--- config.mk ---
export PLATFORM = sky130hd
export DESIGN_NAME = cnn_mac_requant
export DESIGN_NICKNAME = d
export VERILOG_FILES = /design/src/rtl/cnn_mac_requant.sv
export SDC_FILE = /design/constraint.sdc
export NUM_CORES = 1
export LEC_CHECK = 0
export BUFFER_PORTS_ARGS = -buffer_cell sky130_fd_sc_hd__buf_2
export CAP_MARGIN = 10
export CORE_UTILIZATION = 30
export DETAILED_ROUTE_END_ITERATION = 10
export RECOVER_POWER = 25
export SETUP_SLACK_MARGIN = 0.5
export SLEW_MARGIN = 20
export SYNTH_ARGS = -nofsm -noshare
export SYNTH_HDL_FRONTEND = slang
export SYNTH_SLANG_ARGS = --single-unit
--- constraint.sdc ---
create_clock -name ap_clk -period 2.55 [get_ports ap_clk]
set_input_delay 0.3825 -clock ap_clk [delete_from_list [all_inputs] [get_ports ap_clk]]
set_output_delay 0.3825 -clock ap_clk [all_outputs]
set_load 0.005 [all_outputs]
--- src/rtl/cnn_mac_requant.sv ---
// Streaming MAC: bias-seeded sum of NUM_TERMS signed products, rounded and saturated to OUT_WIDTH.
// Optional build macro CNN_REQUANT_RELU_EN clamps negative results to zero.
module cnn_mac_requant #(
    parameter int PROD_WIDTH = 29,
    parameter int ACC_WIDTH  = 34,
    parameter int OUT_WIDTH  = 16,
    parameter int SHIFT      = 10,
    parameter int NUM_TERMS  = 25
) (
    input  logic                         ap_clk,
    input  logic                         ap_rst_n,
    input  logic signed [PROD_WIDTH-1:0] in_prod,
    input  logic signed [OUT_WIDTH-1:0]  in_bias,
    input  logic                         in_valid,
    output logic                         in_ready,
    output logic signed [OUT_WIDTH-1:0]  out_data,
    output logic                         out_sat,
    output logic                         out_valid,
    input  logic                         out_ready
);

    localparam int CNT_W = (NUM_TERMS > 1) ? $clog2(NUM_TERMS) : 1;

    localparam logic signed [ACC_WIDTH:0] SAT_MAX =
        {{(ACC_WIDTH + 2 - OUT_WIDTH){1'b0}}, {(OUT_WIDTH - 1){1'b1}}};
    localparam logic signed [ACC_WIDTH:0] SAT_MIN = ~SAT_MAX;
    localparam logic [OUT_WIDTH-1:0] OUT_MAX = {1'b0, {(OUT_WIDTH - 1){1'b1}}};
    localparam logic [OUT_WIDTH-1:0] OUT_MIN = {1'b1, {(OUT_WIDTH - 1){1'b0}}};

    typedef enum logic [1:0] {
        ACCUM = 2'd0,
        ROUND = 2'd1,
        HOLD  = 2'd2
    } state_t;

    state_t                       r_state;
    state_t                       w_next_state;
    logic [CNT_W-1:0]             r_cnt;
    logic signed [ACC_WIDTH-1:0]  r_acc;
    logic                         r_in_ready;
    logic [OUT_WIDTH-1:0]         r_out_data;
    logic                         r_out_sat;
    logic                         r_out_valid;

    logic                         w_accept;
    logic                         w_last;
    logic signed [ACC_WIDTH-1:0]  w_prod_ext;
    logic signed [ACC_WIDTH-1:0]  w_bias_ext;
    logic signed [ACC_WIDTH-1:0]  w_seed;
    logic signed [ACC_WIDTH:0]    w_acc_x;
    logic signed [ACC_WIDTH:0]    w_r;
    logic [OUT_WIDTH-1:0]         w_res;
    logic                         w_sat;

    // in_ready is registered and only ever high in ACCUM, so it alone gates accepts
    assign w_accept   = in_valid & r_in_ready;
    assign w_last     = (r_cnt == CNT_W'(NUM_TERMS - 1));
    assign w_prod_ext = ACC_WIDTH'(in_prod);
    assign w_bias_ext = ACC_WIDTH'(in_bias);
    assign w_seed     = w_bias_ext <<< SHIFT;
    assign w_acc_x    = (ACC_WIDTH + 1)'(r_acc);

    // One guard bit keeps the rounding add from wrapping near the top of the accumulator
    generate
        if (SHIFT > 0) begin : g_round
            localparam logic signed [ACC_WIDTH:0] RND = {{ACC_WIDTH{1'b0}}, 1'b1} << (SHIFT - 1);
            assign w_r = (w_acc_x + RND) >>> SHIFT;
        end else begin : g_noround
            assign w_r = w_acc_x;
        end
    endgenerate

    always_comb begin
        w_res = w_r[OUT_WIDTH-1:0];
        w_sat = 1'b0;
        if (w_r > SAT_MAX) begin
            w_res = OUT_MAX;
            w_sat = 1'b1;
        end else if (w_r < SAT_MIN) begin
            w_res = OUT_MIN;
            w_sat = 1'b1;
        end
`ifdef CNN_REQUANT_RELU_EN
        if (w_r[ACC_WIDTH]) begin
            w_res = '0;
            w_sat = 1'b0;
        end
`endif
    end

    always_comb begin
        w_next_state = r_state;
        unique case (r_state)
            ACCUM:   if (w_accept && w_last) w_next_state = ROUND;
            ROUND:   w_next_state = HOLD;
            HOLD:    if (out_ready) w_next_state = ACCUM;
            default: w_next_state = ACCUM;
        endcase
    end

    always_ff @(posedge ap_clk or negedge ap_rst_n) begin
        if (!ap_rst_n) r_state <= ACCUM;
        else           r_state <= w_next_state;
    end

    always_ff @(posedge ap_clk or negedge ap_rst_n) begin
        if (!ap_rst_n) begin
            r_cnt       <= '0;
            r_acc       <= '0;
            r_in_ready  <= 1'b0;
            r_out_data  <= '0;
            r_out_sat   <= 1'b0;
            r_out_valid <= 1'b0;
        end else begin
            r_in_ready <= (w_next_state == ACCUM);
            if (w_accept) begin
                r_acc <= (r_cnt == '0) ? (w_seed + w_prod_ext) : (r_acc + w_prod_ext);
                r_cnt <= w_last ? '0 : (r_cnt + CNT_W'(1));
            end
            if (r_state == ROUND) begin
                r_out_data  <= w_res;
                r_out_sat   <= w_sat;
                r_out_valid <= 1'b1;
            end else if (r_state == HOLD && out_ready) begin
                r_out_valid <= 1'b0;
            end
        end
    end

    assign in_ready  = r_in_ready;
    assign out_data  = r_out_data;
    assign out_sat   = r_out_sat;
    assign out_valid = r_out_valid;

endmodule

# [After elaboration in Yosys (flattened, before gate mapping)]
# Cells that the tools add are included.
[word_totals] regBits=60 in_bits=49 out_inout_bits=19 elab_cells=34
[classes] addsub=4 magnitude_cmp=2 n_eq_ne=3 muxes=11 bitwise=1 reduce_logical=6
[ops] op="$add A34 B11 Y35 const B" n=1
[ops] op="$add A34 B29 Y34" n=1
[ops] op="$mux W34" n=1
[ops] op="$mux W16" n=2
[ops] op="$add A26 B29 Y30" n=1
[ops] op="$gt A25 B16 Y1 const B" n=1
[ops] op="$lt A25 B16 Y1 const B" n=1
[ops] op="$pmux W2 S3" n=1
[ops] op="$add A5 B1 Y5 const B" n=1
[ops] op="$eq A5 B5 Y1 const B" n=1
[ops] op="$logic_not A5 Y1" n=1
[ops] op="$mux W5" n=1
[ops] op="$logic_not A2 Y1" n=2
[ops] op="$mux W1" n=4
[ops] op="$mux W2" n=2
[ops] op="$eq A2 B1 Y1 const B" n=1
[ops] op="$eq A2 B2 Y1 const B" n=1
[ops] op="$logic_and A1 B1 Y1" n=2
[ops] op="$reduce_bool A2 Y1" n=1
[ops] op="$and A1 B1 Y1" n=1

# [Longest topological paths before layout]
# Gate-level depths: netlist of run 1.
[depth] word_depth=5 depth_mapped=12 ltp_nobuf=12

# [Worst setup path before layout of run 1]
# OpenSTA, ideal clock, no wires.
[synth_timing] path_kind="input to register" startpoint="input port in_prod[0]" endpoint="register r_acc[30]" arrival_ns=2.448 setup_slack_ns=0.008 cell_stages=11 path_buffers=0 cell_sequence="ha_1 > fa_1 > a21oi_1 > o21a_1 > o21ai_1 > o311a_1 > o21ai_0 > nand2_1 > a31oi_1 > xor2_1 > a211oi_1"
[synth_between] elab_chain_len=2 word_cells_on_any_way=3 classes_between="add/sub (2); mux (1)"
[synth_lines] item="start: declaration" line_no="12" text="input logic signed [PROD_WIDTH-1:0] in_prod,"
[synth_lines] item="$add A34 B29 Y34 or $add A26 B29 Y30 (tied branches)" line_no="117" text="r_acc <= (r_cnt == '0) ? (w_seed + w_prod_ext) : (r_acc + w_prod_ext);"
[synth_lines] item="$mux W34 *" line_no="117"
[synth_lines] item="end signal: assignment" line_no="117"
[synth_lines] item="end: declaration" line_no="39" text="logic signed [ACC_WIDTH-1:0] r_acc;"
# Every way passes the cells marked *; elsewhere a longest branch is shown, timed or not.
# A chain may end at the register's enable or synchronous reset.

# [Final worst setup path of run 1]
[layout_timing] startpoint="register r_acc[7]" endpoint="register r_acc[30]"
[layout_between] elab_chain_len=2
[layout_lines] item="$add A34 B29 Y34" line_no="117"
[layout_lines] item="$mux W34" line_no="117"
# No other way between the ends.

==> flow_metrics.py, run 1 <==
metrics = {
    "timing": {
        "worst-slew-pin-transition_ns": 1.62,
        "finClkSkew_ns": 0.00850,
        "relSlewSlack_pct": -8.01,
        "slew_viol_final": 61,
        "period_share_pct": 98.4,
        "setup_viol": 0,
        "setup_ws_ns": 0.0405,
        "layout_min_cycle_time_ns": 2.51,
        "max_freq_ghz": 0.398,
        "hold_viol": 0,
        "rsz0062_at_grt": "yes",
    },
    "grt": {
        "antenna_found_initial": 1,
        "grt_max_degree": 61,
        "track_usage_pct": 18.7,
        "grt_overflow": 0,
        "grt_pass1_vias": 5764,
        "grt_pass1_wl_um": 29200,
    },
    "final_layout": {
        "fin_nets": 991,
        "fin_area_mm2": 0.00848,
        "diodes": 0,
        "post-route-util_pct": 45.0,
        "final_layout_size_suffix_gt1_share_pct": 37.8,
        "area_growth_pct": 45.9,
        "fillers": 1810,
        "final_cells": 1150,
    },
    "routing": {
        "drcViolationCount": 0,
        "via_per_inst": 5.19,
        "postRouteAntennaNets": 0,
        "wl_um": 18200,
        "routedWlPerCell_um": 15.8,
        "vias": 5964,
        "drt_first_pass_iters": 7,
        "drt_iter0_drc": 309,
    },
    "placed_design": {
        "hpwl_um": 13300,
        "numPortBuffers": 67,
        "placed_area_mm2": 0.00726,
        "place_congestion": 0.887,
        "preCtsSetupSlack_ns": -0.288,
        "place_inst": 1104,
    },
    "clock_network": {
        "cts_buffer_depth": 2,
        "clkSlewWorstSetupHoldPaths_ns": 0.06,
        "htreeDepth": 3,
        "cts_tree": "built",
        "cts_sinks": 60,
        "cts_buffers": 9,
        "root_buffer": "clkbuf_16",
        "worstSkewPairLatency_ns": 0.34,
    },
    "logic_synthesis": {
        "synth.area.top_cells": "dfrtp_1 (26%), ha_1 (12%), nand2_1 (6.1%), o21ai_0 (5.1%), a21oi_1 (4.7%)",
        "synth_top_area_share_pct": 25.8,
        "synth_top_flop_cell": "dfrtp_1",
        "syn_inst": 714,
        "synth_edf_count": 0,
        "netlist_area_mm2": 0.00581,
        "yosys_warnings": 0,
        "ys_types": 76,
        "ys_async_sr_fraction_pct": 100,
        "ys_seq_area_share_pct": 25.8,
        "ys_ff_latch": 60,
        "postSynthAreaPerCell_um2": 8.14,
        "synth_largest_area_cell": "dfrtp_1",
        "syn_nets": 820,
    },
    "setup_path": {
        "crit_path_start": "r_acc[7]$_DFFE_PN0P_",
        "cp_max_fo": 5,
        "r2r-start": "r_acc[7]$_DFFE_PN0P_",
        "critPathArrivalTime_ns": 2.73,
        "required_ns": 2.77,
        "cp-end-kind": "register",
        "critPathLaunchType": "register",
        "rr_worst_depth": 10,
        "crit_type": "register to register",
    },
    "die": {
        "fp.dieW_um": 141,
        "ios": 68,
        "chipHeight_um": 141,
        "num_rows": 50,
        "start_util_pct": 30.9,
        "core_area_mm2": 0.0188,
        "die-area_mm2": 0.0199,
    },
    "hold_path": {
        "hold_depth": 3,
        "min_path_type": "primary input to register",
        "hp-start": "in_prod[5]",
    },
    "flow_run": {
        "maxCapViolCount": 1,
    },
    "pwr": {
        "total_power_w": 0.00993,
        "power_leakage_nw": 3.84,
        "max-vdd-ir-drop_mv": 0.494,
        "power_density_mw_per_mm2": 1170,
    },
    "status": {
        "violations": "capacitance limit, slew limit",
        "status": "finished, violations left",
    },
}
-- where the power goes --
group          internal (W)  switching (W)
clock network      0.000682       0.000485
logic               0.00342        0.00349
registers           0.00141       0.000437
-- layout make-up --
| class | count | area, um^2 | area share, % |
|---|---|---|---|
| repair buffers | 189 | 1330 | 15.7 |
| inverters | 19 | 71.3 | 0.841 |
| well taps | 260 | 325 | 3.84 |
| clock inverters | 6 | 40.0 | 0.472 |
| clock buffers | 10 | 239 | 2.82 |
| multi-input cells | 606 | 4960 | 58.6 |
| flip-flops and latches | 60 | 1500 | 17.7 |
-- per-stage QoR --
step | setup TNS (ns) | hold WS (ns)
floorplan | 0 | 0.0869
global placement | -1.14 | 0.422
detailed placement | -1.52 | 0.421
CTS | -0.0234 | 0.0535
global route | -0.388 | 0.342
finish | 0 | 0.320
-- registers in the layout, indices dropped and copies added, names as in the netlist --
name	count
r_acc	34
r_state	2
out_data	16
out_valid	1
r_cnt	5
in_ready	1
out_sat	1
-- routing by layer --
layer | wire, um | up-vias | GRT usage, % | share of wire (%)
met2 | 8420 | 116 | 30.4 | 46
li1 | - | 2990 | - | -
met5 | 0 | - | 0 | 0
met4 | 330 | 0 | 5.66 | 1.8
met1 | 8780 | 2839 | 25.4 | 48
met3 | 642 | 19 | 2.79 | 3.5
-- cell families (layout without fill, tap and decap cells) --
| logic type | Yosys count | count (layout) | share of synthesized area [%] |
|---|---|---|---|
| xor gates and xnor gates | 50 | 50 | 7.54 |
| DFF | 60 | 60 | 25.8 |
| buffers and inverters | 48 | 224 | 3.45 |
| adders and majority gates | 57 | 57 | 12.5 |
| and+or+nand+nor | 250 | 250 | 21.1 |
| AOI/OAI and AO/OA | 245 | 245 | 28.8 |
| muxes | 4 | 4 | 0.711 |
-- worst max-delay path, stage by stage (launching register included) --
cell and delay, ns:
dfrtp_1 0.42, ha_4 0.27, a21o_1 0.21, a211oi_2 0.29, nor2_2 0.09, o311a_1 0.40
o21ai_2 0.16, nand2_2 0.09, a31oi_2 0.16, xor2_1 0.20, a211oi_1 0.09
-- layout by cell type, fill, tap and decap left out, types with 6 or more instances in the layout --
cell type  instances
nand3_1           23
a21oi_2           17
xor2_1            22
xnor2_2            6
nor3_1            14
ha_4              14
or3_1              6
o21ai_2            9
nand2b_1           6
o21ai_1           24
o21a_1             9
nand2_1           89
a21oi_1           40
buf_6             11
o311ai_4          14
nor2_1            41
xnor2_1           20
buf_2             67
dfrtp_1           58
clkbuf_16         10
a31oi_1           12
buf_4            107
nand4_1            8
inv_1             18
o21bai_1           6
o21ai_0           29
and3_1            11
ha_1              40
a21o_1            24
-- timing repair --
action | CTS | global route
setup endpoints to repair | 43 | 45
pin swaps | 72 | 46
resized for setup | 90 | 42
hold buffers | 0 | 0
gates cloned | 0 | 1
endpoints found under the hold margin | 0 | 0
setup buffers | 9 | 20
-- worst paths after layout --
| path | to | slack (ns) |
|---|---|---|
| min in group asynchronous | r_acc[0]$_DFFE_PN0P_ | 0.53 |
| worst max register to register | r_acc[30]$_DFFE_PN0P_ | 0.04 |
| worst max-delay path | r_acc[30]$_DFFE_PN0P_ | 0.04 |
| worst min register to register | out_data[15]$_DFFE_PN0P_ | 0.48 |
| max in group asynchronous | r_acc[19]$_DFFE_PN0P_ | 0.92 |
| worst min-delay path | r_acc[5]$_DFFE_PN0P_ | 0.32 |
-- synthesized netlist by cell type, types with 13 or more instances --
cell	n
xor2_1	24
dfrtp_1	60
nor2_1	44
and3_1	13
a21oi_1	55
nand3_1	24
nand2_1	95
clkbuf_1	24
a31oi_1	15
ha_1	55
o21ai_0	59
inv_1	19
nor3_1	17
a21o_1	24
xnor2_1	26
(Power assumes the default switching activity.)
==> run 2: changes to the inputs <==
ABC_AREA = 1   (was not set)
SKIP_CTS_REPAIR_TIMING = 1   (was not set)
==> flow_metrics.py, run 2 <==
metrics = {
    "status": {
        "status": "finished, violations left",
        "violations": "DRC, capacitance limit, slew limit",
    },
    "grt": {
        "grt_pass1_vias": 6594,
        "met1_usage_pct": 27.2,
        "top_usage_layer": "met2",
        "grt_pass1_wl_um": 34600,
        "track_usage_pct": 19.8,
        "grt_overflow": 0,
        "antenna_found_initial": 0,
        "grt_max_degree": 35,
        "grt_use_met2_pct": 31.5,
        "met3_usage_pct": 4.43,
    },
    "logic_synthesis": {
        "syn_inst": 1068,
        "synth_edf_count": 0,
        "syn_nets": 1174,
        "ys_ff_latch": 60,
        "synthXorXnorAreaFrac_pct": 4.08,
        "synth.mux.area_fraction_pct": 0,
        "yosys.area_share.adder_pct": 11.0,
        "ys_async_sr_fraction_pct": 100,
        "ys_types": 39,
        "synth_top_flop_cell": "dfrtp_1",
        "synth_top_area_share_pct": 22.6,
        "post-synth-top-count-cell": "nand2_1",
        "ys_seq_area_share_pct": 22.6,
        "synth_top_family_by_area": "simple AND/OR/NAND/NOR gates",
        "synth-compound-area-share_pct": 15.0,
        "synth_largest_area_cell": "dfrtp_1",
        "synth.area.top_cells": "dfrtp_1 (23%), nand2_1 (19%), ha_1 (10%), nor2_1 (7.6%), a21oi_1 (6.6%)",
        "synth_simple_gate_area_share_pct": 40.8,
        "netlist_area_mm2": 0.00665,
        "yosys_warnings": 0,
        "postSynthAreaPerCell_um2": 6.23,
        "synth_common_cells": "nand2_1 (339), nor2_1 (134), a21oi_1 (88), inv_1 (88)",
    },
    "pwr": {
        "max-vdd-ir-drop_mv": 0.591,
        "seqPwrFrac_pct": 21.1,
        "p_comb_share_pct": 66.2,
        "power_leakage_nw": 3.99,
        "swShare_pct": 50.9,
        "switching_power_w": 0.00491,
        "power.share.clock_pct": 12.7,
        "cellInternalPower_w": 0.00473,
        "power_density_mw_per_mm2": 1120,
    },
    "timing": {
        "setup_viol": 0,
        "worst-slew-pin-transition_ns": 1.91,
        "relSlewSlack_pct": -27.0,
        "setup-tns-final_ns": 0,
        "finClkSkew_ns": 0.00568,
        "period_share_pct": 83.8,
        "max_freq_ghz": 0.468,
        "rsz0062_at_grt": "yes",
        "fin_hold_ws_ns": 0.294,
        "hold_viol": 0,
        "layout_min_cycle_time_ns": 2.14,
        "slew_viol_final": 35,
    },
    "final_layout": {
        "final_layout_size_suffix_gt1_share_pct": 26.0,
        "area_growth_pct": 29.3,
        "fin_area_mm2": 0.00860,
        "regMostFlops": "r_acc",
        "fillers": 2304,
        "largest_reg_flops": 34,
        "fin_nets": 1269,
        "final_common_cell": "nand2_1",
        "diodes": 0,
        "final_cell_mix": "nand2_1 (310), nor2_1 (110), inv_1 (88)",
        "post-route-util_pct": 39.5,
    },
    "placed_design": {
        "placed_area_mm2": 0.00741,
        "place_congestion": 0.916,
        "numPortBuffers": 67,
        "hpwl_um": 18000,
    },
    "hold_path": {
        "min_path_type": "primary input to register",
        "hold_depth": 2,
    },
    "die": {
        "chipHeight_um": 151,
        "die-area_mm2": 0.0228,
        "num_rows": 54,
        "start_util_pct": 30.6,
        "ios": 68,
        "fp.dieW_um": 151,
        "core_area_mm2": 0.0218,
    },
    "routing": {
        "via_per_inst": 5.06,
        "wl_um": 22600,
        "vias": 7315,
        "routedWlPerCell_um": 15.6,
        "drt_iter0_drc": 353,
        "drcViolationCount": 1,
        "postRouteAntennaNets": 0,
        "drt_first_pass_iters": 7,
    },
    "setup_path": {
        "rr_worst_depth": 15,
        "cp_max_fo": 8,
        "critPathLaunchType": "register",
        "r2r-end": "out_data[10]$_DFFE_PN0P_",
        "crit_type": "register to register",
        "required_ns": 2.83,
        "critPathArrivalTime_ns": 2.42,
        "cp-end-kind": "register",
        "crit_path_start": "r_acc[10]$_DFFE_PN0P_",
        "cp-endpoint": "out_data[10]$_DFFE_PN0P_",
        "r2r-start": "r_acc[10]$_DFFE_PN0P_",
        "rrSetupSlack_ns": 0.41,
    },
    "clock_network": {
        "cts_sinks": 60,
        "cts_buffer_depth": 2,
        "worstSkewPairLatency_ns": 0.34,
        "cts_buffers": 9,
        "root_buffer": "clkbuf_16",
        "cts_tree": "built",
        "clkSlewWorstSetupHoldPaths_ns": 0.05,
        "htreeDepth": 3,
    },
    "flow_run": {
        "maxCapViolCount": 1,
    },
}
[run 2: cell count changes in the layout (fill, tap and decap cells not counted), moves of 20 or more]
cell     change
nor2_2      +20
a21o_1      -21
nand2_1    +221
o21ai_0     +20
nand2_2     +32
nor2_1      +69
buf_4       -78
a21oi_1     +22
nand3_1     +38
inv_1       +70
[run 2: power groups by stage]
stage / logic (W) / clock network (W) / registers [W]
after floorplan: 0.00381 / 0 / 0.00176
after global placement: 0.00506 / 0 / 0.00193
after detailed placement: 0.00508 / 0 / 0.00194
after CTS: 0.00512 / 0.00126 / 0.00193
after global routing: 0.00714 / 0.00129 / 0.00209
final: 0.00638 / 0.00123 / 0.00203
[run 2: cell type report]
class | count | area (um^2) | share of cell area, %
flip-flops and latches | 60 | 1520 | 17.7
multi-input cells | 901 | 5490 | 63.8
clock inverters | 5 | 52.6 | 0.611
clock buffers | 10 | 239 | 2.78
inverters | 91 | 344 | 4.00
well taps | 280 | 350 | 4.08
repair buffers | 100 | 603 | 7.02
[run 2: worst min-delay path by stage]
| stage | start | to | slack (ns) |
|---|---|---|---|
| after global routing | out_ready | r_state[1]$_DFF_PN0_ | 0.30 |
| after detailed placement | r_state[0]$_DFF_PN0_ | r_state[0]$_DFF_PN0_ | 0.44 |
| final | out_ready | r_state[1]$_DFF_PN0_ | 0.29 |
| after global placement | r_state[0]$_DFF_PN0_ | r_state[0]$_DFF_PN0_ | 0.43 |
| after floorplan | ap_rst_n | in_ready$_DFF_PN0_ | 0.09 |
| after CTS | ap_rst_n | out_data[12]$_DFFE_PN0P_ | 0.16 |
[run 2: per-layer routing]
metal / wire length [um] / share of wire [%] / vias up
met2: 10100 / 45 / 191
met1: 10700 / 47 / 3371
li1: - / - / 3727
met4: 353 / 1.6 / 0
met3: 1370 / 6.1 / 26
met5: 0 / 0 / -
[run 2: stage by stage]
stage	instances	power [W]	setup WS, ns
floorplan	1068	0.00557	0.503
global placement	1420	0.00699	0.104
detailed placement	1420	0.00702	0.0716
CTS	1435	0.00830	0.0485
global route	1447	0.0105	0.260
finish	1447	0.00964	0.412
[run 2: critical path: stages, from the launching register on]
cell and delay [ns]:
dfrtp_2 0.43, ha_4 0.20, nand2_4 0.07, nor2_4 0.23, nand3_4 0.15, nor2_2 0.12, nand2_1 0.08, nand2_2 0.07
nand2_2 0.07, nor2_4 0.12, nand3_4 0.14, nand2_8 0.14, nand2_2 0.05, nand2_1 0.05, nand2_1 0.07, nand2_1 0.07
[run 2: cell families (layout without fill, tap and decap cells)]
logic type / count (synthesis) / count (layout)
flops: 60 / 60
xor+xnor: 31 / 31
simple gates: 625 / 626
compound gates: 187 / 187
fa+ha+maj: 57 / 57
buf+inv: 108 / 206
